[src/rtl/tdc_coarse_counter.sv]
// tdc_coarse_counter
// Coarse time-to-digital counter: measures how many whole clk cycles an
// asynchronous pulse stays high and hands the result downstream with a
// valid/ready handshake.
// Optional feature macro: TDC_COARSE_TIMEOUT_EN. When defined, a pulse still
// high after TIMEOUT_CYC cycles is reported immediately as an overflow result.
// When undefined, overflow_o is raised only by counter saturation.
module tdc_coarse_counter #(
  parameter int CNT_W       = 16,
  parameter int TIMEOUT_CYC = 16'hFFF0
) (
  input  logic             clk,
  input  logic             reset_n,
  input  logic             pulse_i,
  input  logic             enable_i,
  input  logic             ready_i,
  output logic [CNT_W-1:0] count_o,
  output logic             valid_o,
  output logic             overflow_o,
  output logic             missed_o,
  output logic             busy_o
);

  typedef enum logic [1:0] {
    IDLE     = 2'd0,
    COUNT    = 2'd1,
    HOLD     = 2'd2,
    WAIT_LOW = 2'd3
  } state_t;

  localparam logic [CNT_W-1:0] CNT_ONE     = CNT_W'(1);
  localparam logic [CNT_W-1:0] CNT_MAX     = '1;
  localparam logic [CNT_W-1:0] TIMEOUT_VAL = CNT_W'(TIMEOUT_CYC);

`ifdef TDC_COARSE_TIMEOUT_EN
  localparam bit TIMEOUT_ACTIVE = 1'b1;
`else
  localparam bit TIMEOUT_ACTIVE = 1'b0;
`endif

  // sync_reg[0], sync_reg[1]: two-flop synchronizer; sync_reg[2]: edge-detect history
  logic [2:0]       sync_reg;
  // settle_reg fills with ones after reset release; once sync_reg[1] reflects
  // the real input, a low level arms edge detection. This keeps a pulse that
  // was already high across reset from being measured.
  logic [1:0]       settle_reg;
  logic             armed_reg;

  logic             pulse_s;
  logic             pulse_d;
  logic             rise;
  logic             fall;
  logic             accept;
  logic             timeout_hit;

  state_t           state_reg,     state_next;
  logic [CNT_W-1:0] counter_reg,   counter_next;
  logic             sat_reg,       sat_next;
  logic [CNT_W-1:0] count_reg,     count_next;
  logic             ovf_reg,       ovf_next;
  logic             valid_reg,     valid_next;
  logic             missed_reg,    missed_next;
  logic             timed_out_reg, timed_out_next;

  // Synchronize the asynchronous pulse and track whether edges may be trusted.
  always_ff @(posedge clk or negedge reset_n) begin
    if (!reset_n) begin
      sync_reg   <= 3'b000;
      settle_reg <= 2'b00;
      armed_reg  <= 1'b0;
    end else begin
      sync_reg   <= {sync_reg[1:0], pulse_i};
      settle_reg <= {settle_reg[0], 1'b1};
      armed_reg  <= armed_reg | (settle_reg[1] & ~sync_reg[1]);
    end
  end

  assign pulse_s     = sync_reg[1];
  assign pulse_d     = sync_reg[2];
  assign rise        = armed_reg & pulse_s & ~pulse_d;
  assign fall        = pulse_d & ~pulse_s;
  assign accept      = valid_reg & ready_i;
  assign timeout_hit = TIMEOUT_ACTIVE && (counter_reg == TIMEOUT_VAL);

  // Next-state and datapath decisions for the measurement FSM.
  always_comb begin
    state_next     = state_reg;
    counter_next   = counter_reg;
    sat_next       = sat_reg;
    count_next     = count_reg;
    ovf_next       = ovf_reg;
    valid_next     = valid_reg;
    missed_next    = missed_reg;
    timed_out_next = timed_out_reg;

    case (state_reg)
      IDLE: begin
        if (rise && enable_i) begin
          state_next   = COUNT;
          counter_next = CNT_ONE;
          sat_next     = 1'b0;
        end
      end

      COUNT: begin
        if (!enable_i) begin
          // Measurement abandoned; let the pulse finish without a result.
          state_next = WAIT_LOW;
        end else if (fall) begin
          count_next     = counter_reg;
          ovf_next       = sat_reg;
          valid_next     = 1'b1;
          timed_out_next = 1'b0;
          state_next     = HOLD;
        end else if (timeout_hit) begin
          // Pulse still high at the timeout: report now, skip the rest of it.
          count_next     = counter_reg;
          ovf_next       = 1'b1;
          valid_next     = 1'b1;
          timed_out_next = 1'b1;
          state_next     = HOLD;
        end else if (counter_reg == CNT_MAX) begin
          sat_next = 1'b1;
        end else begin
          counter_next = counter_reg + CNT_ONE;
        end
      end

      HOLD: begin
        if (accept) begin
          valid_next = 1'b0;
          if (rise && enable_i) begin
            // A new pulse starting exactly at hand-off is still measured.
            state_next   = COUNT;
            counter_next = CNT_ONE;
            sat_next     = 1'b0;
          end else if (timed_out_reg) begin
            state_next = WAIT_LOW;
          end else begin
            state_next = IDLE;
          end
        end else if (rise) begin
          missed_next = 1'b1;
        end
      end

      WAIT_LOW: begin
        if (!pulse_s) begin
          state_next = IDLE;
        end
      end

      default: begin
        state_next = IDLE;
      end
    endcase
  end

  // State, counter and result registers; reset discards any measurement.
  always_ff @(posedge clk or negedge reset_n) begin
    if (!reset_n) begin
      state_reg     <= IDLE;
      counter_reg   <= '0;
      sat_reg       <= 1'b0;
      count_reg     <= '0;
      ovf_reg       <= 1'b0;
      valid_reg     <= 1'b0;
      missed_reg    <= 1'b0;
      timed_out_reg <= 1'b0;
    end else begin
      state_reg     <= state_next;
      counter_reg   <= counter_next;
      sat_reg       <= sat_next;
      count_reg     <= count_next;
      ovf_reg       <= ovf_next;
      valid_reg     <= valid_next;
      missed_reg    <= missed_next;
      timed_out_reg <= timed_out_next;
    end
  end

  assign count_o    = count_reg;
  assign valid_o    = valid_reg;
  assign overflow_o = ovf_reg;
  assign missed_o   = missed_reg;
  assign busy_o     = (state_reg != IDLE);

endmodule

[config.mk]
export PLATFORM = sky130hd
export DESIGN_NAME = tdc_coarse_counter
export DESIGN_NICKNAME = d
export VERILOG_FILES = /design/src/rtl/tdc_coarse_counter.sv
export SDC_FILE = /design/constraint.sdc
export NUM_CORES = 1
export LEC_CHECK = 0
export ABC_CLOCK_PERIOD_IN_PS = 2100
export CORE_MARGIN = 3
export CORE_UTILIZATION = 45
export CTS_BUF_LIST = sky130_fd_sc_hd__clkbuf_8
export DETAILED_ROUTE_END_ITERATION = 8
export PLACE_DENSITY = 0.67
export SYNTH_ARGS = -nofsm -noshare
export SYNTH_HDL_FRONTEND = slang
export SYNTH_SLANG_ARGS = --single-unit
[constraint.sdc]
create_clock -name clk -period 2.1 [get_ports clk]
set_input_delay 0.42 -clock clk [delete_from_list [all_inputs] [get_ports clk]]
set_output_delay 0.42 -clock clk [all_outputs]
set_load 0.05 [all_outputs]
# After elaboration in Yosys (flattened, before gate mapping)
# Index checks and enable logic that the tools add are counted.
# Widths: inputs -> output; s select.
totals:
  ff_bits: 44
  out_inout_bits: 20
  in_bits: 5
  elab_cells: 67
classes:
  reduce_logical: 11
  eq_ne: 13
  bitwise: 9
  mux: 23
  addsub: 1
ops:
  columns: ["cell", "n"]
  rows:
  - ["$mux 16", 5]
  - ["$pmux 16 s3", 1]
  - ["$add 16x1->16 const B", 1]
  - ["$eq 16x16->1 const B", 1]
  - ["$ne 2x2->1 const B", 8]
  - ["$mux 2", 5]
  - ["$reduce_and 5->1", 2]
  - ["$mux 1", 9]
  - ["$pmux 2 s4", 1]
  - ["$reduce_and 4->1", 2]
  - ["$reduce_and 3->1", 2]
  - ["$and 1x1->1", 5]
  - ["$eq 2x2->1 const B", 2]
  - ["$reduce_bool 2->1", 2]
  - ["$ne 3x3->1 const B", 1]
  - ["$not 1->1", 3]
  - ["$pmux 1 s3", 1]
  - ["$reduce_bool 3->1", 1]
  - ["$eq 2x1->1 const B", 1]
  - ["$logic_not 2->1", 1]
  - ["$pmux 1 s2", 1]
  - ["$logic_and 1x1->1", 1]
  - ["$or 1x1->1", 1]

# Depth between registers and ports, before layout
# Gate-level depths: netlist (run 1).
logic_depth:
  ltp_word: 6
  ltp_mapped: 7
  ltp_nobuf: 6

# Worst setup path after synthesis (run 1)
# OpenSTA, ideal clock, no wires.
synth_timing:
  kind: "register to register"
  startpoint: "register counter_reg[0]"
  endpoint: "register counter_reg[14]"
  period_less_slack_ps: 1691
  t_arrival_ps: 1562
  path_slack_ps: 409
  required_ps: 1971
  setup_time_ps: 129
  stages_incl_launch_ff: 7
  n_path_buf: 0
  path_cell_list: "dfrtp_1 -> ha_1 -> and4_1 -> nand3_2 -> or3_1 -> a21oi_1 -> o32ai_1"
synth_between:
  elab_chain_len: 5
  word_cells_on_any_way: 8
  cone_classes: "add/sub: 1; eq/ne: 2; mux: 4; reduce/logical: 1"
synth_lines:
  columns: ["element", "line_no", "text"]
  rows:
  - ["from (decl)", "57", "logic [CNT_W-1:0] counter_reg, counter_next;"]
  - ["from (signal assigned)", "172", "counter_reg <= counter_next;"]
  - ["$add 16x1->16", "125", "counter_next = counter_reg + CNT_ONE;"]
  - ["$mux 16", "122", "end else if (counter_reg == CNT_MAX) begin"]
  - ["$mux 16", "109", "end else if (fall) begin"]
  - ["$mux 16", "106", "if (!enable_i) begin"]
  - ["$pmux 16 s3", "96", "case (state_reg)"]
# Several ways; a longest one is shown, not always the timed one. The select of a mux whose other input is x is not followed.
# A chain may end at the register's enable or synchronous reset.

# Worst setup path in the final report (run 1)
layout_timing:
  startpoint: "register counter_reg[1]"
  endpoint: "register counter_reg[14]"
# Same word-level chain as after synthesis.

==> results of run 1 <==
Yosys cell counts (3+ instances only):
cell      instances  share of area
o31ai_1           4          0.014
clkbuf_1          5         0.0089
buf_2             3         0.0072
and3_1            3         0.0089
a41oi_1           3          0.013
mux2_2           14          0.075
nand4_1           5          0.015
inv_1             8          0.014
o41ai_1           5          0.021
a21oi_1          10          0.024
a31oi_1           5          0.015
nand2_1          18          0.032
nand3_1           5          0.012
nor2_1            5         0.0089
dfrtp_1          44           0.52
buf_4             3          0.011
o21ai_0          18          0.043
cell type report:
cell class | count | area, sq um
fill | 372 | 1890
sequential | 44 | 1100
multi-input combinational | 131 | 900
timing repair buffer | 33 | 313
clock buffer | 5 | 68.8
tap | 52 | 65.1
clock inverter | 3 | 42.5
inverter | 8 | 30.0
how the worst max path moves through the flow:
stage / start / end / cells past startpoint / slack [ps]
2_1_floorplan: counter_reg[0] / counter_reg[14] / 6 / 410
3_3_place_gp: ready_i / counter_reg[8] / 6 / 30
3_5_place_dp: ready_i / counter_reg[13] / 7 / -2
4_1_cts: valid_o / valid_o / 1 / 150
5_1_grt: counter_reg[1] / counter_reg[8] / 6 / 50
6_report: counter_reg[1] / counter_reg[14] / 6 / 170
routing by layer:
layer	vias to the layer above	part of all wire
li1	780	-
met1	797	0.50
met2	56	0.44
met3	7	0.051
met4	0	0.0099
met5	-	0
metrics by stage:
step,total power [mW],setup WS (ps),instances,instance area [sq um],utilization
after floorplan,1.83,409,195,2100,-
after global placement,2.15,25.9,268,2410,0.546
after detailed placement,2.17,-1.53,268,2410,0.546
after CTS,2.82,153,276,2520,0.571
after global routing,2.99,48.3,276,2520,0.571
final,2.80,172,276,2520,0.571
power by group through the flow:
stage | Combinational (mW) | Sequential [mW] | Clock (mW)
after floorplan | 0.531 | 1.30 | 0
after global placement | 1.04 | 1.11 | 0
after detailed placement | 1.06 | 1.12 | 0
after global routing | 1.17 | 1.12 | 0.693
after CTS | 1.06 | 1.10 | 0.659
final | 1.07 | 1.10 | 0.637
logic make-up (layout without fill, tap and decap cells):
| logic type | count (synthesis) | count (layout) | share of synthesized area |
|---|---|---|---|
| compound gates | 61 | 61 | 0.199 |
| simple gates | 54 | 54 | 0.147 |
| flops | 44 | 44 | 0.525 |
| buf+inv | 20 | 49 | 0.0465 |
| mux | 14 | 14 | 0.0751 |
| fa+ha+maj | 1 | 1 | 0.00596 |
| other cells | 1 | 1 | 0.00179 |
worst register-to-register path: stages (launching register included):
cell,delay (ps)
dfrtp_1,430
ha_1,260
and4_1,340
nand3_2,140
or3_1,370
a21oi_1,160
o32ai_1,100
==> results.py, run 1 <==
metrics = {
    "critical_path": {
        "reg2reg_depth": 6,
        "cp.required_ps": 2260,
        "rrSetupSlack_ps": 170,
        "crit_slowest_cell": "dfrtp_1",
        "startpoint_type": "flip-flop",
        "rr_startpoint": "counter_reg[1]",
        "path_class": "reg2reg",
        "cp_max_fo": 5,
        "critical_path_arrival_ps": 2090,
        "critPathCaptureType": "flip-flop",
        "cp_cell_sequence": "ha_1 -> and4_1 -> nand3_2 -> or3_1 -> a21oi_1 -> o32ai_1",
        "cp_slowest_stage_delay_ps": 430,
        "path_delay_family": "simple AND/OR/NAND/NOR gates",
        "path_buf_inv": 0,
        "r2r-end": "counter_reg[14]",
    },
    "layout": {
        "area_growth_syn_to_layout_pct": 20.1,
        "layout_common_cells": "44 x dfrtp_1, 22 x clkdlybuf4s50_1, 18 x nand2_1, 18 x o21ai_0, 14 x mux2_2",
        "diodes": 0,
        "drive_above_1_share": 0.183,
        "final_common_cell": "dfrtp_1",
        "nNetsFinal": 229,
    },
    "grt": {
        "grt_use_met1": 0.273,
        "grt-ovfl-total": 0,
        "met2_usage": 0.260,
        "grt_use_total": 0.183,
        "antenna_found_initial": 0,
        "busiest_layer": "met1",
        "gr-usage-met3": 0.0446,
        "grt_pass1_wl_mm": 7.82,
        "grt_start_max_net_pins": 35,
        "grt_pass1_vias": 1592,
    },
    "drt": {
        "drt_iter0_drc": 197,
        "antenna_left": 0,
        "vias": 1640,
        "wl_mm": 4.43,
        "dr.pass1.iters": 4,
        "drc": 0,
        "avgViaCountPerCell": 5.94,
        "wire_per_inst_um": 16.1,
    },
    "timing": {
        "timing.fmax_mhz": 519,
        "maxSlewViolCount": 0,
        "setup_viol": 0,
        "worstMarginPinSlew_ps": 734,
        "fin_worst_skew_ps": 7.86,
        "rsz0062_at_grt": "false",
        "whs_ps": 177,
        "hold_viol": 0,
        "setup_tns_ps": 0,
        "min_period_ps": 1930,
        "fin_crit_sh": 0.918,
        "timing.slew.headroom": 0.511,
    },
    "yosys": {
        "synth_area_per_cell_sq_um": 10.8,
        "syn_inst": 195,
        "ys_seq_elements": 44,
        "ys_warn_count": 0,
        "synth_edf_count": 0,
        "synthArstFlopShare": 1.00,
        "ys_types": 49,
        "synth_fp_nets": 201,
        "synth_flop_cell": "dfrtp_1",
        "netlist_area_sq_um": 2100,
        "yosysSeqAreaShare": 0.525,
    },
    "floorplanning": {
        "num_io_pins": 25,
        "die_h_um": 74.3,
        "start_util": 0.475,
        "floorplan.die.width_um": 74.3,
        "coreArea_sq_um": 4410,
        "rows": 24,
        "die_area_sq_um": 5520,
    },
    "cts": {
        "path_clk_slew_ps": 80,
        "cts_setup_buffers": 0,
        "cts_max_path_buffers": 2,
        "clk_latency_ps": 290,
        "cts.sinks": 44,
        "cts_root_buf": "clkbuf_8",
        "cts_hold_buf": 0,
        "cts_max_level": 2,
        "cts-resized-gates": 0,
        "cts_tree": "done",
        "cts_made_buffers": 5,
    },
    "power": {
        "clockPowerShare": 0.227,
        "internal-power_mw": 1.70,
        "power_frac_comb": 0.381,
        "p_sw_mw": 1.10,
        "swShare": 0.392,
        "ir_worst_vdd_mv": 0.620,
        "power.density_nw_per_um2": 1110,
        "p_leak_nw": 1.09,
        "pwr-share-seq": 0.392,
    },
    "placement": {
        "hpwl_mm": 3.10,
        "io_buffer_count": 24,
        "gp_congestion": 0.945,
    },
    "run_status": {
        "status": "complete, no violations",
    },
    "run": {
        "maxCapViolations": 0,
    },
    "hold_path": {
        "hold_class": "in2async",
    },
}
Note: power is estimated with default switching activity, not from simulation.
==> inputs of run 2 (changes only) <==
Settings changed: CTS_CLUSTER_SIZE set to 10.
==> results of run 2 <==
The final DEF is identical to that of run 1; final timing and power are the same.
==> inputs of run 3 (changes only) <==
Settings changed: REMOVE_ABC_BUFFERS set to 1.
==> results.py, run 3 (synthesis results as in run 1) <==
metrics = {
    "drt": {
        "vias": 1623,
        "dr.pass1.iters": 4,
        "wl_mm": 4.51,
        "drt_iter0_drc": 129,
        "wire_per_inst_um": 16.4,
        "antenna_left": 0,
        "avgViaCountPerCell": 5.90,
        "drc": 0,
    },
    "critical_path": {
        "r2r-end": "counter_reg[14]",
        "reg2reg_depth": 6,
        "cp_cell_sequence": "ha_1 -> and4_1 -> nand3_2 -> or3_1 -> a21oi_1 -> o32ai_1",
        "rr_startpoint": "counter_reg[1]",
        "critPathCaptureType": "flip-flop",
        "startpoint_type": "flip-flop",
        "crit_slowest_cell": "dfrtp_1",
        "critPathLaunch": "counter_reg[1]",
        "crit_end": "counter_reg[14]",
        "critical_path_arrival_ps": 2090,
        "path_buf_inv": 0,
        "cp.depth": 6,
        "cp_slowest_stage_delay_ps": 430,
        "cp_max_fo": 5,
        "cp.required_ps": 2260,
        "rrSetupSlack_ps": 170,
        "path_class": "reg2reg",
        "path_delay_family": "simple AND/OR/NAND/NOR gates",
    },
    "power": {
        "power_frac_comb": 0.396,
        "power.density_nw_per_um2": 1080,
        "p_leak_nw": 1.09,
        "clockPowerShare": 0.195,
        "p_sw_mw": 1.08,
        "swShare": 0.402,
        "pwr-share-seq": 0.409,
        "internal-power_mw": 1.61,
        "ir_worst_vdd_mv": 0.556,
    },
    "timing": {
        "min_period_ps": 1930,
        "setup_slack_ps": 167,
        "timing.fmax_mhz": 517,
        "rsz0062_at_grt": "false",
        "maxSlewViolCount": 0,
        "fin_worst_skew_ps": 3.01,
        "whs_ps": 97.7,
        "setup_tns_ps": 0,
        "worstMarginPinSlew_ps": 563,
        "fin_crit_sh": 0.921,
        "hold_viol": 0,
        "setup_viol": 0,
        "timing.slew.headroom": 0.622,
    },
    "cts": {
        "cts_root_buf": "clkbuf_8",
        "cts_made_buffers": 5,
        "path_clk_slew_ps": 80,
        "cts_max_level": 2,
        "clk_latency_ps": 290,
        "cts_max_path_buffers": 2,
        "cts.sinks": 44,
        "cts_tree": "done",
    },
    "layout": {
        "layout_common_cells": "44 x dfrtp_1, 22 x clkdlybuf4s50_1, 18 x nand2_1, 18 x o21ai_0, 14 x mux2_2",
        "area_growth_syn_to_layout_pct": 18.9,
        "drive_above_1_share": 0.175,
        "nNetsFinal": 228,
        "seq_area_sq_um": 1100,
        "multiInputGateArea_sq_um": 903,
        "fill_cells": 400,
        "final_common_cell": "dfrtp_1",
        "diodes": 0,
    },
    "floorplanning": {
        "start_util": 0.475,
        "num_io_pins": 25,
        "floorplan.die.width_um": 74.3,
        "die_h_um": 74.3,
        "coreArea_sq_um": 4410,
        "die_area_sq_um": 5520,
        "rows": 24,
    },
    "grt": {
        "grt_use_total": 0.180,
        "grt_use_met1": 0.248,
        "antenna_found_initial": 0,
        "busiest_layer": "met2",
        "grt-ovfl-total": 0,
        "grt_pass1_vias": 1607,
        "met2_usage": 0.277,
        "grt_pass1_wl_mm": 7.66,
        "grt_start_max_net_pins": 45,
        "gr-usage-met3": 0.0514,
    },
    "run": {
        "maxCapViolations": 0,
    },
    "run_status": {
        "status": "complete, no violations",
    },
    "placement": {
        "hpwl_mm": 3.14,
        "place_ws_ps": -127,
        "gp_congestion": 0.845,
        "io_buffer_count": 24,
    },
    "hold_path": {
        "hold_class": "in2async",
    },
}
[run 3: changes by cell type in the layout (fill, tap and decap cells not counted), sizes merged]
| cell | delta |
|---|---|
| inv | +2 |
| clkinv | -1 |
| buf | -1 |
| clkinvlp | -1 |
| bufinv | -1 |
| clkbuf | +1 |
[run 3: metrics by stage]
stage	area (sq um)	util	power (mW)	instances
2_1_floorplan	2030	-	1.78	183
3_3_place_gp	2400	0.544	2.15	267
3_5_place_dp	2400	0.544	2.17	267
4_1_cts	2490	0.564	2.71	275
5_1_grt	2490	0.565	2.84	275
6_report	2490	0.565	2.69	275
[run 3: worst min path at each step]
stage / start / to / slack, ps / depth (start not counted)
after floorplan: reset_n / armed_reg / 120 / 0
after global placement: sync_reg[0] / sync_reg[1] / 330 / 0
after detailed placement: sync_reg[0] / sync_reg[1] / 340 / 0
after CTS: reset_n / valid_o / 100 / 2
after global routing: reset_n / valid_o / 110 / 2
final: reset_n / valid_o / 100 / 2
[run 3: power groups by stage]
stage	Clock (mW)	Combinational [mW]	Sequential [mW]
global route	0.580	1.14	1.12
detailed placement	0	1.06	1.11
CTS	0.550	1.06	1.10
global placement	0	1.04	1.11
floorplan	0	0.449	1.33
finish	0.525	1.06	1.10
[run 3: final cells by class]
cell class              count  share of cell area
repair buffers             32               0.122
flip-flops and latches     44               0.441
well taps                  52              0.0261
clock inverters             2             0.00301
inverters                   8              0.0120
multi-input cells         131               0.362
clock buffers               6              0.0331
[run 3: repair_timing]
action                     in CTS  in global routing
buffers inserted                0                  0
setup endpoints to repair       0                  7
gates resized for setup         0                  1
hold buffers                    0                  0
[run 3: routing by layer]
layer | part of all wire | up-vias
li1 | - | 776
met1 | 0.47 | 806
met2 | 0.48 | 35
met3 | 0.046 | 6
met4 | 0.010 | 0
met5 | 0 | -
